[src/rtl/w450_pkg.sv]
// w450_pkg: shared data width and MMIO address map for the w450 write decoder
package w450_pkg;
    localparam int N = 8;
    localparam logic [7:0] IO_BASE = 8'hF0;
    localparam logic [7:0] IO_HALT = 8'hFF;
    localparam logic [7:0] IO_TX = 8'hFE;
    localparam logic [7:0] IO_OVF_CLR = 8'hFD;
    localparam int FIFO_AW = 2;
endpackage

[src/rtl/mmio_fifo.sv]
// mmio_fifo: first-word-fall-through sync FIFO whose head byte is registered so it holds after draining
module mmio_fifo #(
    parameter int W = 8,
    parameter int AW = 2
) (
    input  logic          clk,
    input  logic          rst_n,
    input  logic          push_i,
    input  logic          pop_i,
    input  logic [W-1:0]  data_i,
    output logic [W-1:0]  data_o,
    output logic          full_o,
    output logic [AW:0]   count_o
);
    localparam int DEPTH = 1 << AW;
    logic [W-1:0]  mem_q [DEPTH];
    logic [AW-1:0] wr_q, wr_d, rd_q, rd_d, rd_nx;
    logic [AW:0]   cnt_q, cnt_d;
    logic [W-1:0]  head_q, head_d;
    logic          empty, pop, push_ok;
    assign empty   = cnt_q == '0;
    assign full_o  = cnt_q == (AW+1)'(DEPTH);
    assign pop     = pop_i & ~empty;
    assign push_ok = push_i & (~full_o | pop);
    assign rd_nx   = rd_q + AW'(1);
    assign data_o  = head_q;
    assign count_o = cnt_q;
    // next pointers, occupancy and head; head refills from the pushed byte when the queue runs dry
    always_comb begin
        wr_d   = push_ok ? wr_q + AW'(1) : wr_q;
        rd_d   = pop ? rd_nx : rd_q;
        cnt_d  = cnt_q + (AW+1)'(push_ok) - (AW+1)'(pop);
        head_d = (empty | (pop & cnt_q == (AW+1)'(1))) ? (push_ok ? data_i : head_q)
               : pop ? mem_q[rd_nx] : head_q;
    end
    // storage and pointer registers, all cleared on reset so queued bytes are discarded
    always_ff @(posedge clk or negedge rst_n) begin
        if (!rst_n) begin
            for (int i = 0; i < DEPTH; i++) mem_q[i] <= '0;
            wr_q   <= '0;
            rd_q   <= '0;
            cnt_q  <= '0;
            head_q <= '0;
        end else begin
            if (push_ok) mem_q[wr_q] <= data_i;
            wr_q   <= wr_d;
            rd_q   <= rd_d;
            cnt_q  <= cnt_d;
            head_q <= head_d;
        end
    end
endmodule

[src/rtl/mmio_wr.sv]
// mmio_wr: w450 write-port decoder; passes RAM writes to mem, intercepts the I/O window
// (console FIFO, halt, overflow clear). Define MMIO_CYCLE_CNT_EN to build the run-length counter.
module mmio_wr #(
    parameter int N = w450_pkg::N,
    parameter logic [N-1:0] IO_BASE = N'(w450_pkg::IO_BASE),
    parameter int FIFO_AW = w450_pkg::FIFO_AW
) (
    input  logic         clk,
    input  logic         reset,
    input  logic [N-1:0] cpu_wr_data,
    input  logic [N-1:0] cpu_wr_addr,
    input  logic         cpu_wr_en,
    output logic [N-1:0] mem_wr_data,
    output logic [N-1:0] mem_wr_addr,
    output logic         mem_wr_en,
    output logic [N-1:0] out_data,
    output logic         out_valid,
    input  logic         out_ready,
    output logic         halt,
    output logic [N-1:0] halt_code,
    output logic [7:0]   ovf_cnt,
    output logic [15:0]  cycle_cnt
);
    import w450_pkg::*;
    logic         halt_q, halt_d, io_wr, halt_set, push, ovf_clr, drop, full;
    logic [N-1:0] code_q, code_d;
    logic [7:0]   ovf_q, ovf_d;
    logic [FIFO_AW:0] count;
    assign mem_wr_data = cpu_wr_data;
    assign mem_wr_addr = cpu_wr_addr;
    assign mem_wr_en   = cpu_wr_en & (cpu_wr_addr < IO_BASE) & ~halt_q;
    assign out_valid   = count != '0;
    assign halt        = halt_q;
    assign halt_code   = code_q;
    assign ovf_cnt     = ovf_q;
    // I/O window decode; a halted core can no longer touch any I/O register
    always_comb begin
        io_wr    = cpu_wr_en & (cpu_wr_addr >= IO_BASE) & ~halt_q;
        halt_set = io_wr & (cpu_wr_addr == N'(IO_HALT)) & (cpu_wr_data != '0);
        push     = io_wr & (cpu_wr_addr == N'(IO_TX));
        ovf_clr  = io_wr & (cpu_wr_addr == N'(IO_OVF_CLR));
        drop     = push & full & ~out_ready;
        halt_d   = halt_q | halt_set;
        code_d   = halt_set ? cpu_wr_data : code_q;
        ovf_d    = ovf_clr ? 8'd0 : (drop & ovf_q != 8'hFF) ? ovf_q + 8'd1 : ovf_q;
    end
    // halt flag, exit code and overflow counter
    always_ff @(posedge clk or negedge reset) begin
        if (!reset) begin
            halt_q <= 1'b0;
            code_q <= '0;
            ovf_q  <= '0;
        end else begin
            halt_q <= halt_d;
            code_q <= code_d;
            ovf_q  <= ovf_d;
        end
    end
    mmio_fifo #(.W(N), .AW(FIFO_AW)) u_fifo (
        .clk     (clk),
        .rst_n   (reset),
        .push_i  (push),
        .pop_i   (out_ready),
        .data_i  (cpu_wr_data),
        .data_o  (out_data),
        .full_o  (full),
        .count_o (count)
    );
`ifdef MMIO_CYCLE_CNT_EN
    logic [15:0] cyc_q, cyc_d;
    // cycles since reset release, frozen once halted and saturating at all-ones
    always_comb cyc_d = (~halt_q & cyc_q != 16'hFFFF) ? cyc_q + 16'd1 : cyc_q;
    // run-length counter register
    always_ff @(posedge clk or negedge reset) begin
        if (!reset) cyc_q <= '0;
        else cyc_q <= cyc_d;
    end
    assign cycle_cnt = cyc_q;
`else
    assign cycle_cnt = '0;
`endif
endmodule

[config.mk]
export PLATFORM = sky130hd
export DESIGN_NAME = mmio_wr
export DESIGN_NICKNAME = d
export VERILOG_FILES = /design/src/rtl/w450_pkg.sv /design/src/rtl/mmio_fifo.sv /design/src/rtl/mmio_wr.sv
export SDC_FILE = /design/constraint.sdc
export NUM_CORES = 1
export LEC_CHECK = 0
export BUFFER_PORTS_ARGS = -buffer_cell sky130_fd_sc_hd__buf_2
export CAP_MARGIN = 0
export CORE_ASPECT_RATIO = 0.7
export CORE_UTILIZATION = 50
export CTS_CLUSTER_DIAMETER = 50
export CTS_CLUSTER_SIZE = 25
export DETAILED_ROUTE_END_ITERATION = 7
export GPL_TIMING_DRIVEN = 0
export PLACE_DENSITY = 0.75
export SETUP_SLACK_MARGIN = 0.1
export SLEW_MARGIN = 15
export SYNTH_ARGS = -nofsm -noshare
export SYNTH_HDL_FRONTEND = slang
export SYNTH_SLANG_ARGS = --single-unit
[constraint.sdc]
create_clock -name clk -period 3.9 [get_ports clk]
set_clock_uncertainty 0.1 [all_clocks]
set_input_delay 0.39 -clock clk [delete_from_list [all_inputs] [get_ports clk]]
set_output_delay 0.39 -clock clk [all_outputs]
set_load 0.02 [all_outputs]
# After elaboration in Yosys (flattened, before gate mapping)
# Cells that the tools add are included.
classes:
  n_div: 0
  n_lt_le_gt_ge: 5
  multipliers: 0
  n_eq_ne: 7
  bitwise: 23
  mux: 11
  n_shift: 0
  reduce_logical: 7
  addsub: 5
ops:
  columns: ["operator", "count"]
  rows:
  - ["8-bit 2-to-1 mux", 8]
  - ["32-bit bitwise mux", 1]
  - ["8-bit equality test (second input constant)", 3]
  - ["8-bit binary-select mux with 2-bit select", 1]
  - ["8-bit demux with 2-bit select", 1]
  - ["1-bit bitwise AND", 14]
  - ["8-bit by 1-bit adder with 8-bit output (second input constant)", 1]
  - ["8-bit >= comparator (second input constant)", 1]
  - ["8-bit < comparator (second input constant)", 1]
  - ["8-bit != test (second input constant)", 1]
  - ["8-bit nonzero test", 1]
  - ["3-bit >= comparator (second input constant)", 2]
  - ["2-bit inverter with 3-bit output", 2]
  - ["2-bit by 1-bit adder with 2-bit output (second input constant)", 2]
  - ["1-bit inverter", 4]
  - ["2-bit nonzero test", 2]
  - ["3-bit by 1-bit adder with 3-bit output", 1]
  - ["3-bit by 1-bit equality test with 1-bit output (second input constant)", 1]
  - ["3-bit equality test (second input constant)", 1]
  - ["3-bit logical NOT", 1]
  - ["3-bit by 1-bit < comparator with 1-bit output (second input constant)", 1]
  - ["1-bit OR", 3]
  - ["3-bit nonzero test", 1]
  - ["3-bit by 1-bit subtractor with 3-bit output", 1]
  - ["3 further kinds", 3]
word_totals:
  regBits: 64
  mem_bits_rw: 0
  mem_bits_ro: 0
  n_memories: 0
  latchBits: 0

# Depth between registers and ports, before layout
logic_depth:
  depth_word: 9
  ltp_mapped: 9
  depth_no_buf: 9

# Hierarchy
# A second synthesis with hierarchy kept.
hier_totals:
  hier_cells: 267
  area_unflattened_um2: 3334.4
by_module_without_submodules:
  columns: ["module", "n_inst", "cells_per_inst", "area_per_inst_um2"]
  rows:
  - ["mmio_fifo", 1, 157, 2160.8]
  - ["mmio_wr", 1, 110, 1173.6]

# Worst setup path before layout
# OpenSTA, ideal clock, no wires.
synth_timing:
  kind: "reg2reg"
  from: "register u_fifo.cnt_q[2] (netlist: u_fifo.count_o[2])"
  to: "register u_fifo.cnt_q[2] (netlist: u_fifo.count_o[2])"
  required_time_ns: 3.675
  path_stages_with_launch: 10
  period_less_slack_ns: 2.336
  arrival_ns: 2.112
  path_slack_ns: 1.564
  setup_time_ns: 0.125
  cell_sequence: "dfrtp_1 -> nor3_1 -> inv_1 -> and2_1 -> ha_1 -> inv_1 -> ha_1 -> fa_1 -> xor2_1 -> xnor2_1"
synth_via:
  elab_chain_len: 7
  elab_cells_between_ends: 9
synth_lines:
  columns: ["element", "line_no", "source"]
  rows:
  - ["start, declared", "mmio_fifo.sv:18", "logic [AW:0] cnt_q, cnt_d;"]
  - ["start signal, assigned", "mmio_fifo.sv:48", "cnt_q <= cnt_d;"]
  - ["3-bit logical NOT *", "mmio_fifo.sv:21", "assign empty = cnt_q == '0;"]
  - ["1-bit inverter *", "mmio_fifo.sv:23", "assign pop = pop_i & ~empty;"]
  - ["1-bit bitwise AND *", "mmio_fifo.sv:23", null]
  - ["via u_fifo.pop", "mmio_fifo.sv:20", "logic empty, pop, push_ok;"]
  - ["1-bit OR", "mmio_fifo.sv:24", "assign push_ok = push_i & (~full_o | pop);"]
  - ["1-bit bitwise AND", "mmio_fifo.sv:24", null]
  - ["3-bit by 1-bit adder with 3-bit output", "mmio_fifo.sv:32", "cnt_d = cnt_q + (AW+1)'(push_ok) - (AW+1)'(pop);"]
  - ["3-bit by 1-bit subtractor with 3-bit output *", "mmio_fifo.sv:32", null]
  - ["via u_fifo.cnt_d[2]", "mmio_fifo.sv:18", null]
# Mark *: on every way through the listed nets, which the timed path passes. The rest lies on a longest branch.
# A chain may end at the register's enable or synchronous reset.

# Final worst setup path
layout_timing:
  from: "register halt_q (netlist: halt)"
  to: "register u_fifo.cnt_q[2] (netlist: u_fifo.count_o[2])"
layout_via:
  elab_chain_len: 6
layout_lines:
  columns: ["element", "line_no", "source"]
  rows:
  - ["start, declared", "mmio_wr.sv:25", "logic halt_q, halt_d, io_wr, halt_set, push, ovf_clr, drop, full;"]
  - ["start signal, assigned", "mmio_wr.sv:54", "halt_q <= halt_d;"]
  - ["1-bit inverter", "mmio_wr.sv:38", "io_wr = cpu_wr_en & (cpu_wr_addr >= IO_BASE) & ~halt_q;"]
  - ["1-bit bitwise AND", "mmio_wr.sv:38", null]
  - ["1-bit bitwise AND", "mmio_wr.sv:40", "push = io_wr & (cpu_wr_addr == N'(IO_TX));"]
  - ["1-bit bitwise AND", "mmio_fifo.sv:24", null]
  - ["via u_fifo.push_ok", "mmio_fifo.sv:20", null]
  - ["3-bit by 1-bit adder with 3-bit output", "mmio_fifo.sv:32", null]
  - ["3-bit by 1-bit subtractor with 3-bit output", "mmio_fifo.sv:32", null]
  - ["via u_fifo.cnt_d[2]", "mmio_fifo.sv:18", null]
# The timed path passes the listed nets, and every way through them passes these cells.

==> out/qor.txt <==
Horiz. Die Dim: 99.1 um
sequential element share of the synthesized area: 0.485
pwr/cell area: 464 nW/um^2
via count of the first global-routing pass: 2125
CTS H-tree depth: 3
routed length per instance: 15.4 um
min cycle time layout: 2.61 ns
Detailed Route WL: 6.50 mm
Starting Density: 0.523
cell area after placement: 3790 sq um
via count: 2198
TritonCTS Buffers: 9
synthesized flop and latch total: 64
leakage power summed over all cells: 2.11 nW
number of antenna violations at the first check in global routing: 0
Max VDD drop: 0.233 mV
slew at the pin with the worst max-slew slack: 0.936 ns
number of optimization iterations in the first detailed-route pass: 4
estimated wirelength of the detail-placed design: 4.64 mm
pin count of the biggest net entering global routing: 39
number of hold violations in the final report: 0
Max Root-Sink Buffers: 2
critical path arrival: 2.78 ns
ratio of final minimum period to clock period: 0.668
Syn Inst Count: 251
delay of the slowest cell on the worst path: 0.85 ns
number of max-slew violations in the final report: 0
setup violation total in the final timing report: 0
synth-to-layout area growth: 20.7%
Top Ports: 79
first-pass GRT wire length: 10.7 mm
full die area: 6930 sq um
clk sink count: 64
final net count: 369
Final Cell Area: 3980 sq um
fraction of layout cells with a size suffix above 1: 0.536
IO Port Bufs: 62
max_slew headroom: 0.371
Filler Cells Inserted: 511
DR iter-0 viols: 106
status: completed
data required time of the worst path: 4.07 ns
core area: 6310 sq um
num rows: 24
Antenna Cells: 0
number of unique standard cell types used by synthesis: 41
sum of negative setup slack: 0 ns
Synth async-reset ratio: 1.00
drc violations: 0
ordered cell list for the critical path: nand4b_2, nor4_2, ha_1, fa_1, xor2_1, xnor2_1
slowest cell on the critical path: sky130_fd_sc_hd__nor4_2
vias per cell: 5.22
maximum clock rate: 384 MHz
number of enable flip-flop cells after synthesis: 0
unrepaired setup endpoints after global routing: no
clock latency on the worst-skew pair: 0.35 ns
most common library cell in the layout ignoring fill and taps: sky130_fd_sc_hd__dfrtp_1
most used cells in the layout excluding fill and tap cells: 64 x sky130_fd_sc_hd__dfrtp_1, 61 x sky130_fd_sc_hd__buf_2, 56 x sky130_fd_sc_hd__mux2_2, 33 x sky130_fd_sc_hd__buf_4, 16 x sky130_fd_sc_hd__conb_1
Setup crit end kind: flop
Reg clk slew, reported paths: 0.07 ns
Max Cap Viol: 0
CTS tree: yes
clock root cell: sky130_fd_sc_hd__clkbuf_8
maximum fanout count along the critical path: 8
commonest register cell after synthesis: sky130_fd_sc_hd__dfrtp_1
yosys warns: 0
overall die height: 70.0 um
grt ovf: 0
kind of start point of the critical path: flop
final antenna-violating net count: 0
Worst Path Class, Setup: reg2reg
Final GP Congestion: 0.779
mean cell area of the mapped netlist: 13.1 sq um
class of the tightest hold or removal check: in2reg
GRT Total Usage: 0.210
cell area after technology mapping: 3300 sq um
[critical path, delay by kind of cell, from the launching register on]
family	cells	cell delay, ns
XOR/XNOR	2	0.34
adder cells (fa/ha/maj)	2	0.51
flip-flops	1	0.39
AND/OR/NAND/NOR	2	1.20
[power by group]
group	total, W	internal, W	switching (W)
Sequential	0.000794	0.000741	0.0000525
Combinational	0.000532	0.000234	0.000298
Clock	0.000522	0.000290	0.000232
Total	0.00185	0.00126	0.000583
[timing repair]
item | in CTS | in global routing
hold buffers | 1 | 0
resized for setup | 0 | 0
setup buffers | 0 | 0
setup endpoints to repair | 0 | 0
hold endpoints to repair | 26 | 0
[logic make-up (layout without fill, tap and decap cells)]
kind of cell | Yosys count | count (layout) | share of synthesized area
xor+xnor | 5 | 5 | 0.0133
compound gates | 11 | 11 | 0.0216
mux | 68 | 68 | 0.258
other cells | 1 | 16 | 0.00114
buf+inv | 47 | 124 | 0.0899
flops | 64 | 64 | 0.485
simple gates | 47 | 47 | 0.0982
fa+ha+maj | 8 | 8 | 0.0326
[path summary, 6_finish.rpt]
kind / start / to / cells after the start / slack [ns]
worst max-delay path: halt / u_fifo.count_o[2] / 6 / 1.29
worst min-delay path: cpu_wr_data[5] / halt_code[5] / 2 / 0.30
worst max register to register: halt / u_fifo.count_o[2] / 6 / 1.29
worst min register to register: halt_code[0] / halt_code[0] / 1 / 0.40
max in group asynchronous: reset / u_fifo.data_o[5] / 3 / 2.80
min in group asynchronous: reset / ovf_cnt[7] / 2 / 0.39
[cell usage after synthesis, drive strengths merged, types with 2 or more instances]
master | n | area (sq um)
o21ai | 6 | 30.0
nor4 | 5 | 58.8
mux2i | 4 | 40.0
buf | 32 | 240
and2 | 2 | 12.5
nand4 | 2 | 18.8
nand2b | 2 | 12.5
inv | 11 | 41.3
mux2 | 56 | 631
nand3 | 4 | 20.0
and3 | 3 | 18.8
xnor2 | 3 | 26.3
ha | 7 | 87.6
dfrtp | 64 | 1600
mux4 | 8 | 180
nor3 | 3 | 15.0
clkbuf | 4 | 15.0
xor2 | 2 | 17.5
or2 | 2 | 12.5
or4 | 4 | 33.8
nand2 | 13 | 58.8
[per-stage QoR]
stage | power (W) | setup WS [ns] | utilization | std cells | hold slack (ns)
final | 0.00185 | 1.29 | 0.632 | 421 | 0.295
after global routing | 0.00195 | 1.08 | 0.632 | 421 | 0.290
after CTS | 0.00187 | 1.28 | 0.630 | 421 | 0.279
after detailed placement | 0.00134 | 1.26 | 0.600 | 407 | 0.229
after global placement | 0.00132 | 1.35 | 0.597 | 406 | 0.382
after floorplan | 0.00117 | 1.56 | - | 266 | -0.00559
[layout make-up]
cell class | count | area [sq um] | share of cell area
well taps | 78 | 97.6 | 0.0245
flip-flops and latches | 64 | 1600 | 0.402
repair buffers | 64 | 343 | 0.0861
plain buffers | 36 | 255 | 0.0641
inverters | 11 | 41.3 | 0.0104
clock buffers | 13 | 179 | 0.0449
multi-input cells | 155 | 1470 | 0.368
[state kept, by name (all words and copies together) (netlist names)]
register and cells:
u_fifo.mem_q 32, halt_code 8, ovf_cnt 8, u_fifo.data_o 8, u_fifo.count_o 3, u_fifo.rd_q 2, u_fifo.wr_q 2, halt 1
[routing by layer]
| metal | part of all wire | global-route usage |
|---|---|---|
| met4 | 0.016 | 0.0931 |
| met5 | 0 | 0 |
| met3 | 0.068 | 0.0761 |
| met2 | 0.44 | 0.302 |
| met1 | 0.47 | 0.286 |
(Power assumes the default switching activity.)
